**src/rtl/hazard_scoreboard.sv**
```systemverilog
// -----------------------------------------------------------------------------
// hazard_scoreboard
//   Hazard and forwarding controller for the in-order RV32I pipeline.
//   A shift-register scoreboard holds one entry per stage downstream of decode
//   (entry 0 = EX ... entry NUM_STAGES-1 = WB). Each entry records
//   {vld, rd, we, is_load} of the instruction occupying that stage.
//   From the scoreboard and the decode-stage operands it derives per-operand
//   forwarding selects, load-use / RAW stalls and taken-branch flushes, and
//   keeps saturating stall and flush counters.
//
// Ports
//   i_clk, i_reset      clock, synchronous active-high reset
//   i_hold              global freeze: scoreboard and counters hold, o_stall=1
//   i_id_*              decode-stage instruction (valid, rs1/rs2 + use, rd + we,
//                       is_load)
//   i_br_taken          taken branch resolved at entry BR_STAGE
//   o_stall             hold PC and IF/ID
//   o_flush_front       clear fetch and IF/ID
//   o_flush_stage       per-entry pipeline-register clear
//   o_fwd_sel_rs1/rs2   0 = register file, k+1 = forward from entry k
//   o_stall_cnt         hazard stall cycles (saturating)
//   o_flush_cnt         taken-branch flushes (saturating)
//
//   All outputs are combinational from the scoreboard state and the inputs;
//   the scoreboard itself updates on the next rising edge.
// -----------------------------------------------------------------------------
module hazard_scoreboard #(
  parameter int NUM_STAGES = 4,
  parameter int REG_ADDR_W = 5,
  parameter int FWD_EN     = 1,
  parameter int RF_BYPASS  = 0,
  parameter int LOAD_LAT   = 1,
  parameter int BR_STAGE   = 2,
  parameter int CNT_W      = 32,
  parameter int FSW        = $clog2(NUM_STAGES + 1)
) (
  input  logic                  i_clk,
  input  logic                  i_reset,
  input  logic                  i_hold,
  input  logic                  i_id_vld,
  input  logic [REG_ADDR_W-1:0] i_id_rs1,
  input  logic [REG_ADDR_W-1:0] i_id_rs2,
  input  logic                  i_id_rs1_use,
  input  logic                  i_id_rs2_use,
  input  logic [REG_ADDR_W-1:0] i_id_rd,
  input  logic                  i_id_rd_we,
  input  logic                  i_id_is_load,
  input  logic                  i_br_taken,
  output logic                  o_stall,
  output logic                  o_flush_front,
  output logic [NUM_STAGES-1:0] o_flush_stage,
  output logic [FSW-1:0]        o_fwd_sel_rs1,
  output logic [FSW-1:0]        o_fwd_sel_rs2,
  output logic [CNT_W-1:0]      o_stall_cnt,
  output logic [CNT_W-1:0]      o_flush_cnt
);

  // Entries younger than the branch stage are on the wrong path.
  localparam logic [NUM_STAGES-1:0] BR_MASK   = NUM_STAGES'((1 << BR_STAGE) - 1);
  // After the shift those wrong-path entries land in 1..BR_STAGE.
  localparam logic [NUM_STAGES-1:0] KILL_MASK = NUM_STAGES'(((1 << BR_STAGE) - 1) << 1);

  logic [NUM_STAGES-1:0] r_vld;
  logic [NUM_STAGES-1:0] r_we;
  logic [NUM_STAGES-1:0] r_ld;
  logic [REG_ADDR_W-1:0] r_rd [NUM_STAGES];
  logic [CNT_W-1:0]      r_stall_cnt;
  logic [CNT_W-1:0]      r_flush_cnt;

  logic                  w_rs1_live;
  logic                  w_rs2_live;
  logic                  w_haz1;
  logic                  w_haz2;
  logic                  w_haz;
  logic [FSW-1:0]        w_sel1;
  logic [FSW-1:0]        w_sel2;
  logic                  w_new_vld;
  logic [NUM_STAGES-1:0] w_kill;

  // x0 is hard-wired zero, so a read of x0 never depends on anything in flight.
  assign w_rs1_live = i_id_vld & i_id_rs1_use & (i_id_rs1 != '0);
  assign w_rs2_live = i_id_vld & i_id_rs2_use & (i_id_rs2 != '0);

  // Scan oldest to youngest so the youngest matching entry overwrites the
  // result: it holds the newest value of the register.
  always_comb begin
    w_haz1 = 1'b0;
    w_haz2 = 1'b0;
    w_sel1 = '0;
    w_sel2 = '0;
    for (int k = NUM_STAGES - 1; k >= 0; k--) begin
      if (w_rs1_live && r_vld[k] && r_we[k] && (r_rd[k] == i_id_rs1)) begin
        w_sel1 = FSW'(k + 1);
        // Forwarding: only a load whose data is not yet available blocks.
        // Stall-only: every producer blocks, except WB when the RF bypasses.
        w_haz1 = (FWD_EN != 0) ? (r_ld[k] && (k < LOAD_LAT))
                               : ((k < NUM_STAGES - 1) || (RF_BYPASS == 0));
      end
      if (w_rs2_live && r_vld[k] && r_we[k] && (r_rd[k] == i_id_rs2)) begin
        w_sel2 = FSW'(k + 1);
        w_haz2 = (FWD_EN != 0) ? (r_ld[k] && (k < LOAD_LAT))
                               : ((k < NUM_STAGES - 1) || (RF_BYPASS == 0));
      end
    end
  end

  assign w_haz = w_haz1 | w_haz2;

  // Priority: reset > hold > taken branch > hazard stall.
  always_comb begin
    o_stall       = 1'b0;
    o_flush_front = 1'b0;
    o_flush_stage = '0;
    o_fwd_sel_rs1 = '0;
    o_fwd_sel_rs2 = '0;
    if (!i_reset) begin
      // Selects stay live under hold; they are zeroed only on a hazard stall.
      if ((FWD_EN != 0) && !w_haz) begin
        o_fwd_sel_rs1 = w_sel1;
        o_fwd_sel_rs2 = w_sel2;
      end
      if (i_hold) begin
        o_stall = 1'b1;
      end else if (i_br_taken) begin
        o_flush_front = 1'b1;
        o_flush_stage = BR_MASK;
      end else begin
        o_stall = w_haz;
      end
    end
  end

  // A stall or a flush puts a bubble into entry 0.
  assign w_new_vld = i_id_vld & ~w_haz & ~i_br_taken;
  assign w_kill    = i_br_taken ? KILL_MASK : '0;

  always_ff @(posedge i_clk) begin
    if (i_reset) begin
      r_vld       <= '0;
      r_stall_cnt <= '0;
      r_flush_cnt <= '0;
    end else if (!i_hold) begin
      r_vld <= {r_vld[NUM_STAGES-2:0], w_new_vld} & ~w_kill;
      r_we  <= {r_we[NUM_STAGES-2:0], i_id_rd_we};
      r_ld  <= {r_ld[NUM_STAGES-2:0], i_id_is_load};
      r_rd[0] <= i_id_rd;
      for (int k = 1; k < NUM_STAGES; k++) begin
        r_rd[k] <= r_rd[k-1];
      end
      if (i_br_taken) begin
        if (r_flush_cnt != '1) r_flush_cnt <= r_flush_cnt + CNT_W'(1);
      end else if (w_haz) begin
        if (r_stall_cnt != '1) r_stall_cnt <= r_stall_cnt + CNT_W'(1);
      end
    end
  end

  assign o_stall_cnt = r_stall_cnt;
  assign o_flush_cnt = r_flush_cnt;

endmodule
```
**config.mk**
```make
export PLATFORM = sky130hd
export DESIGN_NAME = hazard_scoreboard
export DESIGN_NICKNAME = d
export VERILOG_FILES = /design/src/rtl/hazard_scoreboard.sv
export SDC_FILE = /design/constraint.sdc
export NUM_CORES = 1
export LEC_CHECK = 0
export CORE_ASPECT_RATIO = 1.1
export CORE_MARGIN = 5
export CORE_UTILIZATION = 35
export DETAILED_ROUTE_END_ITERATION = 8
export SYNTH_ARGS = -nofsm -noshare
export SYNTH_HDL_FRONTEND = slang
export SYNTH_SLANG_ARGS = --single-unit
```
**constraint.sdc**
```tcl
create_clock -name i_clk -period 7.33 [get_ports i_clk]
set_input_delay 1.466 -clock i_clk [delete_from_list [all_inputs] [get_ports i_clk]]
set_output_delay 1.466 -clock i_clk [all_outputs]
set_load 0.02 [all_outputs]
```
==> run metrics <==
outcome=finished, final reports clean; Max Transition Viols Final=0; Yosys reg bits=93; unrepaired setup endpoints after global routing=false; fraction of layout cells with a size suffix above 1=0.0548; clock root cell=clkbuf_16; slew of the pin with the lowest slew margin=1.12 ns; reg2reg path depth=7; setup TNS=0 ns; Placed Cells=770; Max rail drop VDD=0.0887 mV; starting density of the core=0.359; Post-DP HPWL=8740 um; CTS Buf Count=9; Post-DRT Antenna Nets=0; port bufs=97; syn_area_per_cell=9.22 sq um; critical path fanouts, max=5; die height=132 um; Hold/Removal Path Class=reg -> reg; routed length per instance=15.3 um; Iter 0 DRT Violations=357; Synth Cell Area=4760 sq um; number of remaining DRC errors=0; sequential area share after synthesis=0.443; die width=121 um; worst-skew pair later-pin latency=0.34 ns; Pwr Density=180 nW/um^2; largest net degree at the start of global routing=76; Final setup viols=0; H-tree Lvls=3; row count=44; DIE AREA=16000 sq um; count of cell types in the netlist=41; crit path time final=6.04 ns; crit path capture type=output port; Vias/cell=5.18; CTS clk-pin slew, worst paths=0.07 ns; Hold Violations, Final=0; postcts setup bufs=0; Fill cells=1291; worst hold path depth=0; Setup CP Type=in -> out; DR WL met3=638 um; period utilization=0.824; most frequent cells in the layout=clkdlybuf4s50_1 (96), dfxtp_1 (68), nor2_1 (56), xnor2_1 (43), nand2_1 (34); global placer's final weighted congestion=0.831; Longest Clk Path Bufs=2; routed wire length=12100 um; post_cts resized=0; vias in the first global route=3773; commonest non-fill, non-tap cell in the layout=clkdlybuf4s50_1; Ports=100; first-pass detailed-route iteration total=4; TritonCTS clock tree=built; slew margin rel.=0.245; Fmax=165 MHz; WP data required=5.86 ns; Highest Signal Layer=met4; clock sinks=93; total core area=13300 sq um; Vias=4079; total global-route track usage=0.147; first-pass GRT wire length=19300 um; yosys warns=0; Overflow after GRT=0; Syn Inst Count=517; initial antenna violation count=0; max-cap viol count=0; # nets final=623; Layout area overhead=28.8%; CP arrival=4.58 ns; Leakage=1.91 nW; Clock Skews=0.00673 ns; Non-Filler Instances=787; cts hold-fix bufs=0; met2 wire length=5550 um; DRT met1 WL=5660 um; critical path launch point type=input port
## synth_stat cells (all sizes together)
cell	number	area share
dfxtp	68	0.29
nor2	57	0.045
xnor2	43	0.079
nand2	34	0.027
a21oi	30	0.032
nand3	27	0.028
xor2	27	0.050
nand4	26	0.037
edfxtp	25	0.16
or3	21	0.028
o21ai	20	0.021
buf	19	0.026
nor4	14	0.025
clkbuf	13	0.010
nor3	12	0.013
or4	12	0.019
and4	8	0.015
and3	7	0.0092
o31ai	6	0.0095
inv	5	0.0039
nor2b	5	0.0066
mux2	4	0.0095
o211ai	4	0.011
o31a	4	0.0074
and2	3	0.0039
mux2i	3	0.0063
nor3b	3	0.0047
o21ba	3	0.0063
a2111oi	2	0.0037
a211o	2	0.0037
ha	2	0.0053
o21a	2	0.0032
a2bb2oi	1	0.0018
a31oi	1	0.0013
conb	1	0.00079
nand2b	1	0.0013
nor4b	1	0.0032
or2	1	0.0013
## registers in the layout, summed over array words and instances, names as in the netlist
| name | flops |
|---|---|
| o_flush_cnt | 32 |
| r_rd | 20 |
| r_vld | 4 |
| o_stall_cnt | 32 |
| r_ld | 1 |
| r_we | 4 |
## per-layer routing
| metal | up-vias | global-route usage |
|---|---|---|
| met3 | 15 | 0.0378 |
| met2 | 88 | 0.234 |
| li1 | 2025 | - |
| met1 | 1951 | 0.192 |
| met5 | - | 0 |
| met4 | 0 | 0.0585 |
## logic make-up after synthesis
| kind of cell | after synthesis | synth area share |
|---|---|---|
| and+or+nand+nor | 232 | 0.266 |
| DFF | 93 | 0.443 |
| AOI/OAI and AO/OA | 75 | 0.0998 |
| xor gates and xnor gates | 70 | 0.129 |
| buffers and inverters | 37 | 0.0404 |
| muxes | 7 | 0.0158 |
| adders and majority gates | 2 | 0.00525 |
| other | 1 | 0.000787 |
## power breakdown
group	switching [mW]	internal [mW]	total, mW	leakage [nW]
logic	0.0362	0.0297	0.0659	0.970
clock network	0.208	0.287	0.495	0.158
registers	0.00728	0.534	0.542	0.782
## cell type report
class | count | area (sq um) | share of cell area
Clock inverter | 6 | 70.1 | 0.0114
Sequential cell | 93 | 2110 | 0.344
Inverter | 5 | 18.8 | 0.00306
Tap cell | 184 | 230 | 0.0375
Timing Repair Buffer | 100 | 988 | 0.161
Clock buffer | 10 | 250 | 0.0408
Antenna cell | 1 | 2.50 | 0.000408
Multi-Input combinational cell | 388 | 2470 | 0.402
## path summary, 6_finish.rpt
kind | startpoint | end | slack (ns)
max | i_id_rs1[2] | o_fwd_sel_rs1[2] | 1.29
min | r_we[1] | r_we[2] | 0.46
max reg2reg | r_rd[0][1] | o_stall_cnt[18] | 4.73
min reg2reg | r_we[1] | r_we[2] | 0.46
## critical path: stages
cell,delay (ns)
clkdlybuf4s50_1,0.55
or4_1,0.57
o211ai_2,0.29
or4_1,0.18
nor2b_1,0.15
nand2_1,0.06
a2111oi_0,0.57
clkdlybuf4s50_1,0.74
## per-stage QoR
stage | total power [mW] | area [sq um] | setup slack, ns | hold slack [ns] | util
floorplan | 0.596 | 4770 | 2.02 | 0.427 | -
global placement | 0.620 | 5820 | 1.29 | 0.436 | 0.438
detailed placement | 0.620 | 5820 | 1.35 | 0.452 | 0.438
CTS | 1.12 | 6140 | 1.34 | 0.469 | 0.462
global route | 1.14 | 6140 | 1.18 | 0.482 | 0.462
finish | 1.10 | 6140 | 1.29 | 0.461 | 0.463
Power figures use the tool's default switching activity.
